## config.mk

```make
export PLATFORM = sky130hd
export DESIGN_NAME = adex_neuron_scheduler_flat
export DESIGN_NICKNAME = d
export VERILOG_FILES = /design/src/rtl/adex_sched_pkg.sv /design/src/rtl/adex_neuron_scheduler_if.sv /design/src/rtl/adex_spike_fifo.sv /design/src/rtl/adex_neuron_scheduler.sv /design/src/flat_wrapper.sv
export SDC_FILE = /design/constraint.sdc
export NUM_CORES = 1
export LEC_CHECK = 0
export ABC_AREA = 1
export CAP_MARGIN = 10
export CORE_MARGIN = 2
export CORE_UTILIZATION = 64
export CTS_BUF_LIST = sky130_fd_sc_hd__clkbuf_4 sky130_fd_sc_hd__clkbuf_8 sky130_fd_sc_hd__clkbuf_16
export CTS_CLUSTER_DIAMETER = 100
export DETAILED_ROUTE_END_ITERATION = 16
export DONT_BUFFER_PORTS = 1
export PLACE_DENSITY = 0.8
export SYNTH_ARGS = -nofsm -noshare
export SYNTH_HDL_FRONTEND = slang
export SYNTH_SLANG_ARGS = --single-unit
```

## constraint.sdc

```tcl
create_clock -name clk -period 3 [get_ports clk]
set_clock_uncertainty 0.1 [all_clocks]
set_input_delay 0.3 -clock clk [delete_from_list [all_inputs] [get_ports clk]]
set_output_delay 0.3 -clock clk [all_outputs]
set_load 0.02 [all_outputs]
```

## src/rtl/adex_sched_pkg.sv

```systemverilog
// Shared types and constants for the AdEx neuron scheduler.
package adex_sched_pkg;

    localparam int STATE_W = 16;
    localparam logic [STATE_W-1:0] V_INIT = 16'hBF00;  // -65.0 in Q8.8

    typedef enum logic [1:0] {
        IDLE  = 2'd0,
        ISSUE = 2'd1,
        WAIT  = 2'd2,
        DONE  = 2'd3
    } sched_state_t;

endpackage

```

## src/rtl/adex_neuron_scheduler_if.sv

```systemverilog
// Datapath req/ack handshake and spike-event stream of the AdEx scheduler.
interface adex_neuron_scheduler_if #(
    parameter int IDX_W   = 3,
    parameter int STATE_W = adex_sched_pkg::STATE_W
);
    logic               dp_req;
    logic [IDX_W-1:0]   dp_idx;
    logic [STATE_W-1:0] dp_v_o;
    logic [STATE_W-1:0] dp_w_o;
    logic               dp_ack;
    logic [STATE_W-1:0] dp_v_i;
    logic [STATE_W-1:0] dp_w_i;
    logic               dp_spike;
    logic               ev_valid;
    logic [IDX_W-1:0]   ev_idx;
    logic               ev_ready;

    modport master (
        output dp_req, dp_idx, dp_v_o, dp_w_o, ev_valid, ev_idx,
        input  dp_ack, dp_v_i, dp_w_i, dp_spike, ev_ready
    );

    modport slave (
        input  dp_req, dp_idx, dp_v_o, dp_w_o, ev_valid, ev_idx,
        output dp_ack, dp_v_i, dp_w_i, dp_spike, ev_ready
    );
endinterface

```

## src/rtl/adex_spike_fifo.sv

```systemverilog
// Synchronous spike-event FIFO; empty/full told apart by a pointer wrap bit.
module adex_spike_fifo #(
    parameter int DEPTH = 4,
    parameter int WIDTH = 3
) (
    input  logic             clk,
    input  logic             rst_n,
    input  logic             push,
    input  logic [WIDTH-1:0] push_data,
    input  logic             pop,
    output logic [WIDTH-1:0] pop_data,
    output logic             full,
    output logic             empty
);
    import adex_sched_pkg::*;

    localparam int AW = $clog2(DEPTH);

    logic [WIDTH-1:0] mem [DEPTH];
    logic [AW:0]      wr_ptr;
    logic [AW:0]      rd_ptr;
    logic             pop_en;
    logic             push_en;

    assign empty    = (wr_ptr == rd_ptr);
    assign full     = (wr_ptr[AW] != rd_ptr[AW]) && (wr_ptr[AW-1:0] == rd_ptr[AW-1:0]);
    assign pop_en   = pop && !empty;
    // A pop in the same cycle frees the slot the push needs
    assign push_en  = push && (!full || pop_en);
    assign pop_data = mem[rd_ptr[AW-1:0]];

    always_ff @(posedge clk or negedge rst_n) begin
        if (!rst_n) begin
            wr_ptr <= '0;
            rd_ptr <= '0;
        end else begin
            if (push_en) wr_ptr <= wr_ptr + 1'b1;
            if (pop_en)  rd_ptr <= rd_ptr + 1'b1;
        end
    end

    always_ff @(posedge clk) begin
        if (push_en) mem[wr_ptr[AW-1:0]] <= push_data;
    end

endmodule

```

## src/rtl/adex_neuron_scheduler.sv

```systemverilog
// Time-multiplexes one AdEx datapath over N_NEURONS virtual neurons per timestep tick.
module adex_neuron_scheduler #(
    parameter int N_NEURONS  = 8,
    parameter int IDX_W      = 3,
    parameter int STATE_W    = adex_sched_pkg::STATE_W,
    parameter int TICK_DIV   = 1000,
    parameter int FIFO_DEPTH = 4,
    parameter logic [STATE_W-1:0] V_INIT = adex_sched_pkg::V_INIT
) (
    input  logic                  clk,
    input  logic                  rst_n,
    input  logic                  enable,
    input  logic                  init_req,
    input  logic                  clr_flags,
    adex_neuron_scheduler_if.master bus,
    output logic [N_NEURONS-1:0]  spike_vec,
    output logic                  busy,
    output logic                  overrun,
    output logic                  spike_drop
);
    import adex_sched_pkg::*;

    localparam int CNT_W = $clog2(TICK_DIV);

    sched_state_t         state;
    sched_state_t         state_nxt;
    logic [CNT_W-1:0]     tick_cnt;
    logic                 tick;
    logic [IDX_W-1:0]     idx;
    logic [N_NEURONS-1:0] acc;
    logic [STATE_W-1:0]   v_mem [N_NEURONS];
    logic [STATE_W-1:0]   w_mem [N_NEURONS];
    logic                 init_pend;
    logic                 do_init;
    logic                 start;
    logic                 ack_fire;
    logic                 last_idx;
    logic                 push;
    logic                 push_drop;
    logic                 fifo_full;
    logic                 fifo_empty;

    assign tick     = enable && (tick_cnt == CNT_W'(TICK_DIV - 1));
    // Init (fresh or deferred) takes priority over a tick landing in IDLE
    assign do_init  = (state == IDLE) && (init_req || init_pend);
    assign start    = (state == IDLE) && tick && !do_init;
    assign ack_fire = (state == WAIT) && bus.dp_ack;
    assign last_idx = (idx == IDX_W'(N_NEURONS - 1));
    assign push     = ack_fire && bus.dp_spike;
    assign push_drop = push && fifo_full && !(bus.ev_ready && !fifo_empty);

    assign bus.dp_idx   = idx;
    assign bus.dp_v_o   = v_mem[idx];
    assign bus.dp_w_o   = w_mem[idx];
    assign bus.ev_valid = !fifo_empty;

    always_ff @(posedge clk or negedge rst_n) begin
        if (!rst_n) begin
            tick_cnt <= '0;
        end else if (enable) begin
            tick_cnt <= tick ? '0 : tick_cnt + 1'b1;
        end
    end

    always_ff @(posedge clk or negedge rst_n) begin
        if (!rst_n) state <= IDLE;
        else        state <= state_nxt;
    end

    always_comb begin
        state_nxt = state;
        unique case (state)
            IDLE:    if (start) state_nxt = ISSUE;
            ISSUE:   state_nxt = WAIT;
            WAIT:    if (ack_fire) state_nxt = last_idx ? DONE : ISSUE;
            DONE:    state_nxt = IDLE;
            default: state_nxt = IDLE;
        endcase
    end

    always_comb begin
        bus.dp_req = 1'b0;
        busy       = 1'b0;
        unique case (state)
            ISSUE, WAIT: begin
                bus.dp_req = 1'b1;
                busy       = 1'b1;
            end
            default: ;
        endcase
    end

    always_ff @(posedge clk or negedge rst_n) begin
        if (!rst_n) begin
            idx       <= '0;
            acc       <= '0;
            spike_vec <= '0;
            init_pend <= 1'b0;
        end else begin
            if (start) begin
                idx <= '0;
                acc <= '0;
            end
            if (ack_fire) begin
                acc[idx] <= bus.dp_spike;
                if (!last_idx) idx <= idx + 1'b1;
            end
            if (state == DONE) spike_vec <= acc;
            if (do_init)       spike_vec <= '0;
            if (do_init)       init_pend <= 1'b0;
            else if (init_req) init_pend <= 1'b1;
        end
    end

    always_ff @(posedge clk or negedge rst_n) begin
        if (!rst_n) begin
            for (int unsigned i = 0; i < unsigned'(N_NEURONS); i++) begin
                v_mem[i] <= V_INIT;
                w_mem[i] <= '0;
            end
        end else if (do_init) begin
            for (int unsigned i = 0; i < unsigned'(N_NEURONS); i++) begin
                v_mem[i] <= V_INIT;
                w_mem[i] <= '0;
            end
        end else if (ack_fire) begin
            v_mem[idx] <= bus.dp_v_i;
            w_mem[idx] <= bus.dp_w_i;
        end
    end

    always_ff @(posedge clk or negedge rst_n) begin
        if (!rst_n) begin
            overrun    <= 1'b0;
            spike_drop <= 1'b0;
        end else begin
            if (tick && state != IDLE) overrun <= 1'b1;
            else if (clr_flags)        overrun <= 1'b0;
            if (push_drop)             spike_drop <= 1'b1;
            else if (clr_flags)        spike_drop <= 1'b0;
        end
    end

    adex_spike_fifo #(
        .DEPTH (FIFO_DEPTH),
        .WIDTH (IDX_W)
    ) u_fifo (
        .clk       (clk),
        .rst_n     (rst_n),
        .push      (push),
        .push_data (idx),
        .pop       (bus.ev_ready),
        .pop_data  (bus.ev_idx),
        .full      (fifo_full),
        .empty     (fifo_empty)
    );

endmodule

```

## src/flat_wrapper.sv

```systemverilog
// flat-port wrapper written by rule: the top's interface ports become plain ports
module adex_neuron_scheduler_flat import adex_sched_pkg::*;
#(
    parameter int N_NEURONS  = 8,
    parameter int IDX_W      = 3,
    parameter int STATE_W    = adex_sched_pkg::STATE_W,
    parameter int TICK_DIV   = 1000,
    parameter int FIFO_DEPTH = 4,
    parameter logic [STATE_W-1:0] V_INIT = adex_sched_pkg::V_INIT
)
  (clk, rst_n, enable, init_req, clr_flags, spike_vec, busy, overrun, spike_drop, bus_dp_req, bus_dp_idx, bus_dp_v_o, bus_dp_w_o, bus_ev_valid, bus_ev_idx, bus_dp_ack, bus_dp_v_i, bus_dp_w_i, bus_dp_spike, bus_ev_ready);
  adex_neuron_scheduler_if #(.IDX_W(IDX_W), .STATE_W(STATE_W)) bus_i ();
  input  logic clk;
  input  logic rst_n;
  input  logic enable;
  input  logic init_req;
  input  logic clr_flags;
  output logic [N_NEURONS-1:0] spike_vec;
  output logic busy;
  output logic overrun;
  output logic spike_drop;
  output wire logic [$bits(bus_i.dp_req)-1:0] bus_dp_req;
  output wire logic [$bits(bus_i.dp_idx)-1:0] bus_dp_idx;
  output wire logic [$bits(bus_i.dp_v_o)-1:0] bus_dp_v_o;
  output wire logic [$bits(bus_i.dp_w_o)-1:0] bus_dp_w_o;
  output wire logic [$bits(bus_i.ev_valid)-1:0] bus_ev_valid;
  output wire logic [$bits(bus_i.ev_idx)-1:0] bus_ev_idx;
  input wire logic [$bits(bus_i.dp_ack)-1:0] bus_dp_ack;
  input wire logic [$bits(bus_i.dp_v_i)-1:0] bus_dp_v_i;
  input wire logic [$bits(bus_i.dp_w_i)-1:0] bus_dp_w_i;
  input wire logic [$bits(bus_i.dp_spike)-1:0] bus_dp_spike;
  input wire logic [$bits(bus_i.ev_ready)-1:0] bus_ev_ready;
  assign bus_dp_req = bus_i.dp_req;
  assign bus_dp_idx = bus_i.dp_idx;
  assign bus_dp_v_o = bus_i.dp_v_o;
  assign bus_dp_w_o = bus_i.dp_w_o;
  assign bus_ev_valid = bus_i.ev_valid;
  assign bus_ev_idx = bus_i.ev_idx;
  assign bus_i.dp_ack = bus_dp_ack;
  assign bus_i.dp_v_i = bus_dp_v_i;
  assign bus_i.dp_w_i = bus_dp_w_i;
  assign bus_i.dp_spike = bus_dp_spike;
  assign bus_i.ev_ready = bus_ev_ready;
  adex_neuron_scheduler #(.N_NEURONS(N_NEURONS), .IDX_W(IDX_W), .STATE_W(STATE_W), .TICK_DIV(TICK_DIV), .FIFO_DEPTH(FIFO_DEPTH), .V_INIT(V_INIT)) u_core (.clk(clk), .rst_n(rst_n), .enable(enable), .init_req(init_req), .clr_flags(clr_flags), .bus(bus_i), .spike_vec(spike_vec), .busy(busy), .overrun(overrun), .spike_drop(spike_drop));
endmodule
```

**Word-level counts from Yosys, hierarchy flattened**

Memories as Yosys holds them, arrays and structs flattened.
Cells that the tools add are included.

- Bits in registers: 296
- Memory bits (writable): 12
- Input port bits: 40
- Output and inout port bits: 51
- Memories kept: 1

Memory list:

| name | depth | bits a word | read ports | clocked after Yosys merged registers in | wr ports | line | RTL |
|---|---|---|---|---|---|---|---|
| u_core.u_fifo.mem | 4 | 3 | 1 | 0 | 1 | adex_spike_fifo.sv:19 | `logic [WIDTH-1:0] mem [DEPTH];` |

- $add $sub $neg: 4
- Order comparisons: 4
- Eq/ne operators: 10
- Muxes and demuxes: 37
- Bitwise logic cells: 1
- Reductions and logical operators: 29

Operators with widths:

| cell | number |
|---|---|
| $mux 128 | 4 |
| $bwmux 128 | 2 |
| $bmux 16 s3 | 2 |
| $mux 16 | 5 |
| $demux 16 s3 | 1 |
| $mux 8 | 4 |
| $logic_and 1x1->1 | 14 |
| $reduce_bool 2->1 | 6 |
| $add 10x1->10 const B | 1 |
| $eq 10x10->1 const B | 1 |
| $mux 10 | 1 |
| $add 3x1->3 const B | 3 |
| $mux 1 | 9 |
| $mux 3 | 3 |
| $bwmux 8 | 1 |
| $pmux 2 s4 | 1 |
| $mux 2 | 3 |
| $eq 2x2->1 const B | 2 |
| $ge 4x4->1 const B | 1 |
| $logic_not 1->1 | 4 |
| $lt 3x4->1 const B | 1 |
| $lt 4x1->1 const B | 1 |
| $ne 2x1->1 const B | 2 |
| $not 3->4 | 1 |
| other kinds (11) | 12 |

**Depth between registers and ports, before layout**

- Word-level depth: 8
- Depth in mapped cells: 10
- Gate-level depth less buffers: 9

**Modules after synthesis**

From an unflattened synthesis, not the netlist that was laid out.

- Cell total of the unflattened synthesis: 1469
- Area, all modules: 13792.0 um2

By module, submodules not included:

| module | times used | cells each | area each (um2) | sequential area each (um2) |
|---|---|---|---|---|
| adex_neuron_scheduler | 1 | 1380 | 12874.8 | 7327.0 |
| adex_spike_fifo | 1 | 89 | 917.1 | 510.5 |

**Least setup slack after synthesis**

Ideal clock, no wire load.

- Kind: register -> output
- From: reg u_core.idx[0] (netlist: u_core.bus.dp_idx[0])
- To: out bus_dp_v_o[9]
- Data arrival time: 1.649 ns
- Required time: 2.600 ns
- Slack: 0.951 ns
- Cell stages (with the launch flop): 7
- Cell sequence: dfrtp_1 -> buf_2 -> nand3_1 -> clkinv_1 -> buf_2 -> a22oi_1 -> nand3_1

- Longest elaborated chain between the ends: 4

RTL lines:

| element | line | RTL |
|---|---|---|
| start: declaration | adex_neuron_scheduler.sv:29 | `logic [IDX_W-1:0] idx;` |
| start signal: assignment | adex_neuron_scheduler.sv:106 | `if (!last_idx) idx <= idx + 1'b1;` |
| $not 3->4 (implied by the code) | adex_neuron_scheduler.sv:53 | `assign bus.dp_v_o = v_mem[idx];` |
| $bmux 16 s3 | adex_neuron_scheduler.sv:53 |  |
| $mux 16 (implied by the code) (2 in series) | adex_neuron_scheduler.sv:53 |  |
| end: declaration | flat_wrapper.sv:24 | `output wire logic [$bits(bus_i.dp_v_o)-1:0] bus_dp_v_o;` |

Every way passes these cells. The select of a mux whose other input is x is not followed.

**Worst setup path after layout**

- From: reg u_core.idx[0] (netlist: u_core.bus.dp_idx[0])
- To: out bus_dp_w_o[5]

- Longest elaborated chain between the ends: 4

RTL lines:

| element | line | RTL |
|---|---|---|
| $not 3->4 (implied by the code) | adex_neuron_scheduler.sv:54 | `assign bus.dp_w_o = w_mem[idx];` |
| $bmux 16 s3 | adex_neuron_scheduler.sv:54 |  |
| $mux 16 (implied by the code) (2 in series) | adex_neuron_scheduler.sv:54 |  |
| end: declaration | flat_wrapper.sv:25 | `output wire logic [$bits(bus_i.dp_w_o)-1:0] bus_dp_w_o;` |

Every way passes these cells. The select of a mux whose other input is x is not followed.

==> results.py <==
metrics = {
    "run_status": {
        "outcome": "finished, violations left",
        "violations": "hold timing",
    },
    "sta": {
        "relSlewSlack_pct": 48.8,
        "setup_violations": 0,
        "grt_setup_unrepaired": "no",
        "worst_pin_slew_ns": 0.766,
        "finalCritPeriodShare_pct": 96.4,
        "timing.fmax_mhz": 346,
        "final_max_slew_viol_count": 0,
        "setup_tns_ns": 0,
        "fin_crit_ns": 2.89,
        "hold_violations": 296,
        "hold-worst-slack_ns": -0.647,
    },
    "clock_tree": {
        "insertion_delay_ns": 0.56,
        "cts.clk_slew.worst_paths_ns": 0.06,
        "cts_tree": "done",
        "clock_path_buffers": 3,
        "cts_made_buffers": 30,
        "cts.sinks": 308,
        "clock_tree.root_cell": "clkbuf_16",
        "htree_levels": 1,
        "cts_hold_buf": 20,
    },
    "routing": {
        "wirelength_mm": 37.0,
        "vias_per_cell": 6.28,
        "routedWlPerCell_um": 20.7,
        "drtPass1Iterations": 7,
        "remaining_drc_errors": 0,
        "final_antenna_net_count": 0,
        "drt_iter0_drc": 1169,
        "num_vias": 11200,
    },
    "floorplanning": {
        "fp.dieH_um": 150,
        "die_w_um": 150,
        "coreArea_um2": 20900,
        "boundaryPins": 91,
        "initial_utilization_pct": 64.9,
        "core.rowCount": 53,
        "dieArea_um2": 22400,
    },
    "finish": {
        "nFillCells": 1456,
        "drive_gt1_share_pct": 12.9,
        "areaGrowthSynthToFinish_pct": 11.0,
        "final_nets": 1533,
        "finish.utilization_pct": 72.0,
        "antenna_cells": 0,
    },
    "global_routing": {
        "gr-max-usage-layer": "met2",
        "track_usage_pct": 33.6,
        "use_met1_pct": 45.2,
        "grt_pass1_wl_mm": 58.4,
        "use_met2_pct": 53.8,
        "overflow": 0,
        "grt_pass1_vias": 11100,
        "grtUsageMet3_pct": 6.83,
        "antenna_found_initial": 0,
        "grt_max_degree": 297,
    },
    "logic_synthesis": {
        "synth_top_area_cell": "dfrtp_1",
        "synth.distinct_cells": 35,
        "ys_ff_latch": 308,
        "synth_area_leaders": "dfrtp_1, o22ai_1, dfstp_2",
        "syn_inst": 1462,
        "yosysWarnings": 0,
        "synth_area_per_cell_um2": 9.27,
        "synth_fp_nets": 1513,
        "synth_seq_area_share_pct": 57.8,
        "yosysTopAreaCellShare_pct": 44.3,
        "netlist_area_um2": 13600,
    },
    "pwr": {
        "power_density_nw_per_um2": 596,
        "ir_drop_v": 0.000445,
        "leakage_nw": 6.61,
        "power.total_mw": 8.96,
    },
    "setup_path": {
        "slowest_delay_ns": 0.54,
        "crit_fanout": 18,
        "cp-end-kind": "output port",
        "worstSetupStartpointType": "flop",
        "crit_type": "flop to output port",
        "required_ns": 2.60,
        "slowest_stage": "dfrtp_2",
        "crit_chain": "inv_2, nand3_2, inv_2, nand2_1, o221ai_1, nor2_1, nand2_1",
        "cp_data_arrival_time_ns": 2.49,
    },
    "placement": {
        "port_buffers": 0,
        "gp_congestion": 0.827,
        "dp_hpwl_mm": 21.5,
    },
    "run": {
        "maxCapViolations": 0,
    },
    "worst_hold_path": {
        "min_path_type": "input pin to async pin",
    },
}
==> power by group <==
group          internal (mW)  switching [mW]
logic                  0.195           0.487
registers               4.36          0.0889
clock network           2.24            1.59
==> routing by layer <==
| layer | vias up | wire length (um) | part of all wire [%] |
|---|---|---|---|
| li1 | 4968 | - | - |
| met1 | 5397 | 14200 | 38 |
| met2 | 678 | 17200 | 47 |
| met3 | 140 | 3930 | 11 |
| met4 | 0 | 1560 | 4.2 |
| met5 | - | 0 | 0 |
==> cells in the mapped netlist <==
cell / n
a21oi_1: 76
a22oi_1: 15
a31oi_1: 8
buf_1: 6
buf_2: 38
buf_4: 14
buf_6: 11
clkbuf_1: 9
clkinv_1: 1
dfrtp_1: 240
dfstp_2: 56
edfxtp_1: 12
ha_1: 11
inv_1: 229
inv_2: 13
inv_4: 1
nand2_1: 160
nand2_2: 7
nand2_4: 2
nand3_1: 59
nand3_2: 5
nand3b_1: 7
nand4_1: 12
nor2_1: 148
nor2_2: 1
nor2_4: 2
nor3_1: 7
o21ai_0: 62
o21ai_1: 4
o21bai_1: 1
o221ai_1: 1
o22ai_1: 237
or2_2: 1
xnor2_1: 2
xor2_1: 4
==> kinds of logic after synthesis <==
group / count (synthesis) / synth area share (%)
compound gates: 404 / 17.5
flops: 308 / 57.8
xor+xnor: 6 / 0.388
simple gates: 411 / 13.0
fa+ha+maj: 11 / 1.02
buf+inv: 322 / 10.3
==> worst max-delay path: cells and delay by family, from the launching register on <==
family	cells	cell delay [ns]
simple gates	4	0.63
flops	1	0.54
compound gates	1	0.13
buf+inv	2	0.65
==> stage by stage <==
stage                     hold slack [ns]  instances  setup slack [ns]  instance area, um^2
after floorplan                   -0.0956       1462             0.951                13600
after global placement            -0.0845       1702             0.471                13800
after detailed placement          -0.0790       1702             0.358                13800
after CTS                          -0.662       1781            0.0248                15000
after global routing               -0.680       1781            0.0386                15000
final                              -0.647       1781             0.108                15000
==> area by class of cell <==
| type | count | area (um^2) | area share [%] |
|---|---|---|---|
| Inverter | 244 | 922 | 6.13 |
| Timing Repair Buffer | 66 | 583 | 3.87 |
| Tap cell | 275 | 344 | 2.29 |
| Multi-Input combinational cell | 832 | 4340 | 28.8 |
| Sequential cell | 308 | 7840 | 52.1 |
| Clock inverter | 16 | 134 | 0.890 |
| Clock buffer | 40 | 886 | 5.89 |
==> state kept, by name, indices dropped and copies added, names as in the netlist <==
name,count
u_core.state,2
u_core.tick_cnt,10
u_core.u_fifo.rd_ptr,3
u_core.init_pend,1
u_core.spike_vec,8
u_core.acc,8
u_core.bus.dp_idx,3
u_core.u_fifo.mem,12
u_core.u_fifo.wr_ptr,3
u_core.spike_drop,1
u_core.overrun,1
u_core.v_mem,128
u_core.w_mem,128
==> worst paths after layout <==
| check | startpoint | endpoint | slack, ns | depth (start not counted) |
|---|---|---|---|---|
| worst max register to register | u_core.state[0] | u_core.v_mem[43] | 0.47 | 9 |
| worst max-delay path | u_core.bus.dp_idx[0] | bus_dp_w_o[5] | 0.11 | 7 |
| min in group clk | bus_dp_w_i[13] | u_core.w_mem[77] | 0.01 | 2 |
| worst min register to register | u_core.tick_cnt[6] | u_core.tick_cnt[6] | 0.39 | 1 |
| worst min-delay path | rst_n | u_core.tick_cnt[8] | -0.65 | 0 |
| max in group asynchronous | rst_n | u_core.v_mem[58] | 3.06 | 0 |
==> repair_timing <==
action                                  CTS  global route
pin swaps                                 0             0
hold endpoints to repair                408           296
buffers inserted                          3             0
endpoints found under the setup margin   24            13
resized for setup                         2             3
==> cell usage in the layout (no fill, tap or decap), drive strengths merged, types with 2 or more instances in the layout <==
cell	n
a21oi	76
a22oi	15
a31oi	8
buf	46
bufinv	2
clkbuf	40
clkinv	13
clkinvlp	2
dfrtp	240
dfstp	56
dlygate4sd3	20
edfxtp	12
ha	11
inv	243
nand2	169
nand3	64
nand3b	7
nand4	12
nor2	151
nor3	7
o21ai	66
o22ai	237
xnor2	2
xor2	4
(Power assumes the default switching activity.)
